## src/rtl/pipe_skid_reg.sv

```systemverilog
// Two-entry skid register: main drives the output, skid absorbs one beat while the output stalls.
// Optional stall counter port and logic are built only when PIPE_SKID_STATS_EN is defined.
module pipe_skid_reg #(
  parameter int DATA_WIDTH = 64
) (
  input  logic                  clk,
  input  logic                  reset,
  input  logic                  in_valid,
  output logic                  in_ready,
  input  logic [DATA_WIDTH-1:0] in_data,
  output logic                  out_valid,
  input  logic                  out_ready,
  output logic [DATA_WIDTH-1:0] out_data,
  input  logic                  flush
`ifdef PIPE_SKID_STATS_EN
  ,
  output logic [15:0]           stall_count
`endif
);

  if (DATA_WIDTH < 1) begin : g_bad_width
    $fatal(1, "pipe_skid_reg: DATA_WIDTH must be at least 1");
  end

  typedef enum logic [1:0] {
    StEmpty = 2'd0,
    StBusy  = 2'd1,
    StFull  = 2'd2
  } state_e;

  state_e                state_q, state_d;
  logic [DATA_WIDTH-1:0] main_q, main_d;
  logic [DATA_WIDTH-1:0] skid_q, skid_d;
  logic                  in_ready_q;
  logic                  in_fire, out_fire;

  assign in_ready  = in_ready_q;
  assign out_valid = (state_q != StEmpty);
  assign out_data  = main_q;

  assign in_fire  = in_valid && in_ready_q && !flush;
  assign out_fire = out_valid && out_ready && !flush;

  always_comb begin
    state_d = state_q;
    main_d  = main_q;
    skid_d  = skid_q;
    case (state_q)
      StEmpty: begin
        if (in_fire) begin
          main_d  = in_data;
          state_d = StBusy;
        end
      end
      StBusy: begin
        if (in_fire && out_fire) begin
          main_d = in_data;
        end else if (in_fire) begin
          skid_d  = in_data;
          state_d = StFull;
        end else if (out_fire) begin
          state_d = StEmpty;
        end
      end
      StFull: begin
        if (out_fire) begin
          main_d  = skid_q;
          state_d = StBusy;
        end
      end
      default: state_d = StEmpty;
    endcase
    // Fires are already gated by flush, so only the state needs forcing.
    if (flush) begin
      state_d = StEmpty;
    end
  end

  always_ff @(posedge clk or negedge reset) begin
    if (!reset) begin
      state_q    <= StEmpty;
      main_q     <= '0;
      skid_q     <= '0;
      in_ready_q <= 1'b0;
    end else begin
      state_q    <= state_d;
      main_q     <= main_d;
      skid_q     <= skid_d;
      // Registered from next state so out_ready never reaches in_ready combinationally.
      in_ready_q <= (state_d != StFull);
    end
  end

`ifdef PIPE_SKID_STATS_EN
  logic [15:0] stall_q;

  assign stall_count = stall_q;

  always_ff @(posedge clk or negedge reset) begin
    if (!reset) begin
      stall_q <= '0;
    end else if (out_valid && !out_ready && (stall_q != 16'hFFFF)) begin
      stall_q <= stall_q + 16'd1;
    end
  end
`endif

endmodule

```

## config.mk

```make
export PLATFORM = sky130hd
export DESIGN_NAME = pipe_skid_reg
export DESIGN_NICKNAME = d
export VERILOG_FILES = /design/src/rtl/pipe_skid_reg.sv
export SDC_FILE = /design/constraint.sdc
export NUM_CORES = 1
export LEC_CHECK = 0
export CAP_MARGIN = 30
export CELL_PAD_IN_SITES_DETAIL_PLACEMENT = 0
export CELL_PAD_IN_SITES_GLOBAL_PLACEMENT = 1
export CORE_AREA = 2 2 155 97
export CTS_BUF_LIST = sky130_fd_sc_hd__clkbuf_4
export DETAILED_ROUTE_END_ITERATION = 10
export DIE_AREA = 0 0 157 99
export PLACE_DENSITY_LB_ADDON = 0.1
export SLEW_MARGIN = 25
export SYNTH_ARGS = -nofsm -noshare
export SYNTH_HDL_FRONTEND = slang
export SYNTH_SLANG_ARGS = --single-unit
```

## constraint.sdc

```tcl
create_clock -name clk -period 2.05 [get_ports clk]
set_input_delay 0.3075 -clock clk [delete_from_list [all_inputs] [get_ports clk]]
set_output_delay 0.3075 -clock clk [all_outputs]
set_load 0.05 [all_outputs]
```

## Word level (Yosys, flattened, before mapping)

Index checks and enable logic that the tools add are counted.

| storage, ports and cells | value |
|---|---|
| register bits after elaboration | 131 |
| logic and storage cells | 33 |
| input bits | 69 |
| output and inout port bits | 66 |

| cells by class | value |
|---|---|
| equal/unequal tests | 6 |
| reductions and logical operators | 11 |
| muxes and demuxes | 11 |
| bitwise operators | 1 |

Operator list:

| kind | count |
|---|---|
| $mux W64 | 3 |
| $pmux W64 S3 | 1 |
| $mux W2 | 6 |
| $ne A2 B2 Y1 const B | 4 |
| $pmux W2 S3 | 1 |
| $logic_and A1 B1 Y1 | 5 |
| $reduce_and A4 Y1 | 1 |
| $reduce_and A3 Y1 | 1 |
| $reduce_bool A3 Y1 | 1 |
| $eq A2 B1 Y1 const B | 1 |
| $eq A2 B2 Y1 const B | 1 |
| $logic_not A2 Y1 | 1 |
| $reduce_bool A2 Y1 | 1 |
| $logic_not A1 Y1 | 1 |
| $not A1 Y1 | 1 |

## Longest topological paths before layout

| logic depth | value |
|---|---|
| depth in word-level cells | 9 |
| mapped depth | 8 |

## Worst setup path before layout

Ideal clock, no wire load.

| path | value |
|---|---|
| path type | reg-to-reg |
| start point | reg in_ready_q, in the netlist in_ready |
| end point | reg skid_q[13] |
| arrival | 1909 ps |
| setup time | 125 ps |
| clock period less this slack | 2034 ps |
| path slack | 16 ps |
| cell stages (with the launch flop) | 6 |
| buffers on the path | 2 |
| cell sequence | dfrtp_1 nand2_1 or4b_1 buf_6 buf_6 mux2_4 |

| between the ends | value |
|---|---|
| word-level cells in the longest chain between the ends | 5 |

Ends and longest elaborated chain:

| what | line | RTL |
|---|---|---|
| start: declaration | 34 | `logic in_ready_q;` |
| start signal: assignment | 90 | `in_ready_q <= (state_d != StFull);` |
| $logic_and A1 B1 Y1 (*) (2 in a row) | 41 | `assign in_fire = in_valid && in_ready_q && !flush;` |
| $logic_and A1 B1 Y1 | 56 | `if (in_fire && out_fire) begin` |
| $not A1 Y1 (no line) | -- |  |
| $reduce_and A3 Y1 (no line) (*) | -- |  |
| end signal: assignment | 88 | `skid_q <= skid_d;` |
| end: declaration | 33 | `logic [DATA_WIDTH-1:0] skid_q, skid_d;` |

Mark *: on every way between the ends. The rest lies on a longest branch, timed or not.
A chain may end at the register's enable or synchronous reset.

## Final worst setup path

| path | value |
|---|---|
| start point | reg main_q[42], in the netlist out_data[42] |
| end point | out out_data[42] |

RTL lines:

| what | line | RTL |
|---|---|---|
| start: declaration | 32 | `logic [DATA_WIDTH-1:0] main_q, main_d;` |
| start signal: assignment | 87 | `main_q <= main_d;` |
| end: declaration | 13 | `output logic [DATA_WIDTH-1:0] out_data,` |

No word-level cell between the ends.

==> out/metrics.csv <==
stage,metric,value,unit
sta,endpoints failing hold,0,
cts,CTS buffer count,17,
floorplan,core area,0.0141,mm^2
drt,drt drc,0,
grt,vias in the first global route,3909,
grt,first-pass GRT wire length,20300,um
yosys,post-synth top area share,0.579,
job,max_cap viols,0,
min_path,Worst Hold Class,primary input to asynchronous set/reset pin,
sta,RSZ-0062 raised after global routing,no,
drt,vias per cell,4.73,
grt,initial antenna violation count,0,
sta,Fmax,507,MHz
final_layout,"Design Area, Final",0.00763,mm^2
critical_path,FF-to-FF End,skid_q[40],
drt,DRT Pass-1 Iters,4,
yosys,synthesized cell area,0.00566,mm^2
pwr,"Power, Total",7.48,mW
critical_path,reg2reg start,state_q[0],
grt,final global-route overflow total,0,
drt,Routed Antenna Nets,0,
yosys,Yosys warning total,0,
sta,setup ws final,0.0766,ns
critical_path,critical path class,flip-flop to output port,
critical_path,CP startpoint kind,flip-flop,
pwr,Max VDD drop,0.388,mV
sta,Setup Viol. Count Final,0,
final_layout,final-stage net count,639,
grt,largest net degree at the start of global routing,132,
final_layout,Final Util,0.542,
cts,Worst-Skew Late Latency,0.51,ns
cts,Max Buffers Root-to-Sink,2,
sta,minimum clock period,1.97,ns
place,placed cell count,748,
critical_path,Crit path arrival time,1.67,ns
sta,Hold WS,0.396,ns
cts,CTS tree,done,
place,DP Area,0.00727,mm^2
drt,DRT iter0 DRCs,159,
run_status,status,"complete, no violations",
critical_path,Critical Path Fanout Max,2,
place,final RePlAce weighted congestion,0.735,
drt,via count,3693,
cts,clk slew on worst S/H paths,0.11,ns
yosys,Yosys reg bits,131,
final_layout,Ant. Diodes,0,
yosys,Synthesized Nets,500,
critical_path,FF-to-FF setup slack,0.22,ns
grt,met1 Track Usage GR,0.233,
critical_path,Crit path max-delay family,buffers and inverters,
critical_path,CP Cell Sequence,clkdlybuf4s50_1,
grt,most used routing layer,met2,
floorplan,num rows,34,
yosys,"Avg Cell Area, Syn",13.1,um^2
floorplan,Die Y,99,um
critical_path,critical path capture point type,output port,
sta,Worst Skew,0.0191,ns
critical_path,CP max-delay cell,clkdlybuf4s50_1,
floorplan,Die Area,0.0155,mm^2
cts,clock root cell,clkbuf_4,
cts,clk sinks,131,
yosys,synth top area cells,"dfrtp_1 (58%), mux2_4 (13%), mux2i_1 (11%)",
sta,Least-Margin Pin Slew,0.759,ns
final_layout,Area Growth Syn to Fin,34.7,%
yosys,register area share after synthesis,0.579,
yosys,Yosys top cell by area,dfrtp_1,
critical_path,CP required,1.74,ns
floorplan,I/O pin cnt,135,
critical_path,Max stage delay on crit path,0.81,ns
grt,grt met2 use,0.251,
final_layout,share of post-route cells with drive strength above 1,0.196,
sta,final worst path period share,0.963,
floorplan,DIE WIDTH,157,um
floorplan,effective utilization at floorplan,0.402,
place,worst slack at placement,-0.123,ns
cts,CTS H-tree lvls,4,
grt,M3 GR Usage,0.0536,
sta,Final Max Tran Viols,0,
grt,GRT Resource Usage Total,0.168,
sta,Setup TNS,0,ns
pwr,Leakage,3.88,nW
yosys,Syn Inst Count,431,
place,buffers added on ports,134,
yosys,Synth cell types,22,
place,Post-DP HPWL,7820,um
sta,relative slew slack,0.494,
final_layout,Fillers,1179,
critical_path,Worst Path Buf+Inv,1,
drt,wire length per cell,15.7,um
drt,drt total wl,12300,um
critical_path,worst reg2reg path depth,4,
final_layout,fin cells,780,
pwr,Cell Pwr Density,980,mW/mm^2
report_power, final:
part | leakage [nW] | switching, mW | internal (mW) | total (mW)
clock | 0.141 | 0.967 | 0.710 | 1.68
sequential | 1.61 | 0.342 | 3.17 | 3.52
combinational | 2.13 | 1.28 | 1.01 | 2.29
total | 3.88 | 2.59 | 4.89 | 7.48
cell usage after synthesis, drive strengths merged:
master   count
dfrtp      131
nand2       66
mux2i       65
mux2        64
o21ai       64
buf         16
clkbuf      13
a221o        1
and2b        1
inv          1
nand2b       1
nand4bb      1
nor2         1
nor2b        1
o21a         1
o22a         1
o41a         1
or2          1
or4b         1
registers in the layout, indices dropped and copies added (netlist names):
register	flops
in_ready	1
out_data	64
skid_q	64
state_q	2
how the worst max path moves through the flow:
stage	cells after the start	from	slack, ns	to
after floorplan	5	in_ready	0.02	skid_q[13]
after global placement	5	out_ready	-0.09	skid_q[24]
after detailed placement	5	out_ready	-0.12	skid_q[19]
final	1	out_data[42]	0.08	out_data[42]
after global routing	1	out_data[42]	0.0001	out_data[42]
after CTS	1	out_data[33]	0.0002	out_data[33]
tightest hold or removal path: cells and delay by family:
| family | cells | cell delay, ns |
|---|---|---|
| buf+inv | 3 | 1.09 |
per-layer routing:
layer / vias to the layer above / routed length [um]
li1: 1774 / -
met1: 1820 / 6020
met2: 88 / 5450
met3: 11 / 679
met4: 0 / 128
met5: - / 0
timing repair:
| item | 4_1_cts | 5_1_grt |
|---|---|---|
| resized for setup | 21 | 42 |
| hold buffers | 1 | 0 |
| setup buffers | 0 | 0 |
| setup endpoints to repair | 21 | 42 |
| pin swaps | 0 | 0 |
| endpoints found under the hold margin | 131 | 0 |
cells in the final DEF (no fill, tap or decap), types with 3 or more instances in the layout:
cell type,instances
dlymetal6s2s_1,42
o21ai_0,62
clkinv_4,4
mux2_2,14
dlygate4sd2_1,21
clkinv_2,4
clkdlybuf4s50_1,69
mux2_4,50
mux2i_1,65
clkinvlp_4,3
buf_4,10
dfrtp_1,131
nand2_1,66
clkbuf_4,17
buf_12,6
layout make-up:
| cell class | instances | area [um^2] | area share |
|---|---|---|---|
| clock inverters | 14 | 141 | 0.0185 |
| clock buffers | 17 | 128 | 0.0167 |
| flip-flops and latches | 131 | 3280 | 0.430 |
| well taps | 198 | 248 | 0.0325 |
| inverters | 1 | 3.75 | 0.000492 |
| multi-input cells | 270 | 2230 | 0.292 |
| repair buffers | 149 | 1610 | 0.210 |
logic make-up (layout without fill, tap and decap cells):
| kind of cell | count (synthesis) | count (layout) | synth area share |
|---|---|---|---|
| mux | 129 | 129 | 0.275 |
| simple gates | 73 | 73 | 0.0528 |
| flops | 131 | 131 | 0.579 |
| buf+inv | 30 | 181 | 0.0300 |
| compound gates | 68 | 68 | 0.0632 |
Note: power is estimated with default switching activity, not from simulation.
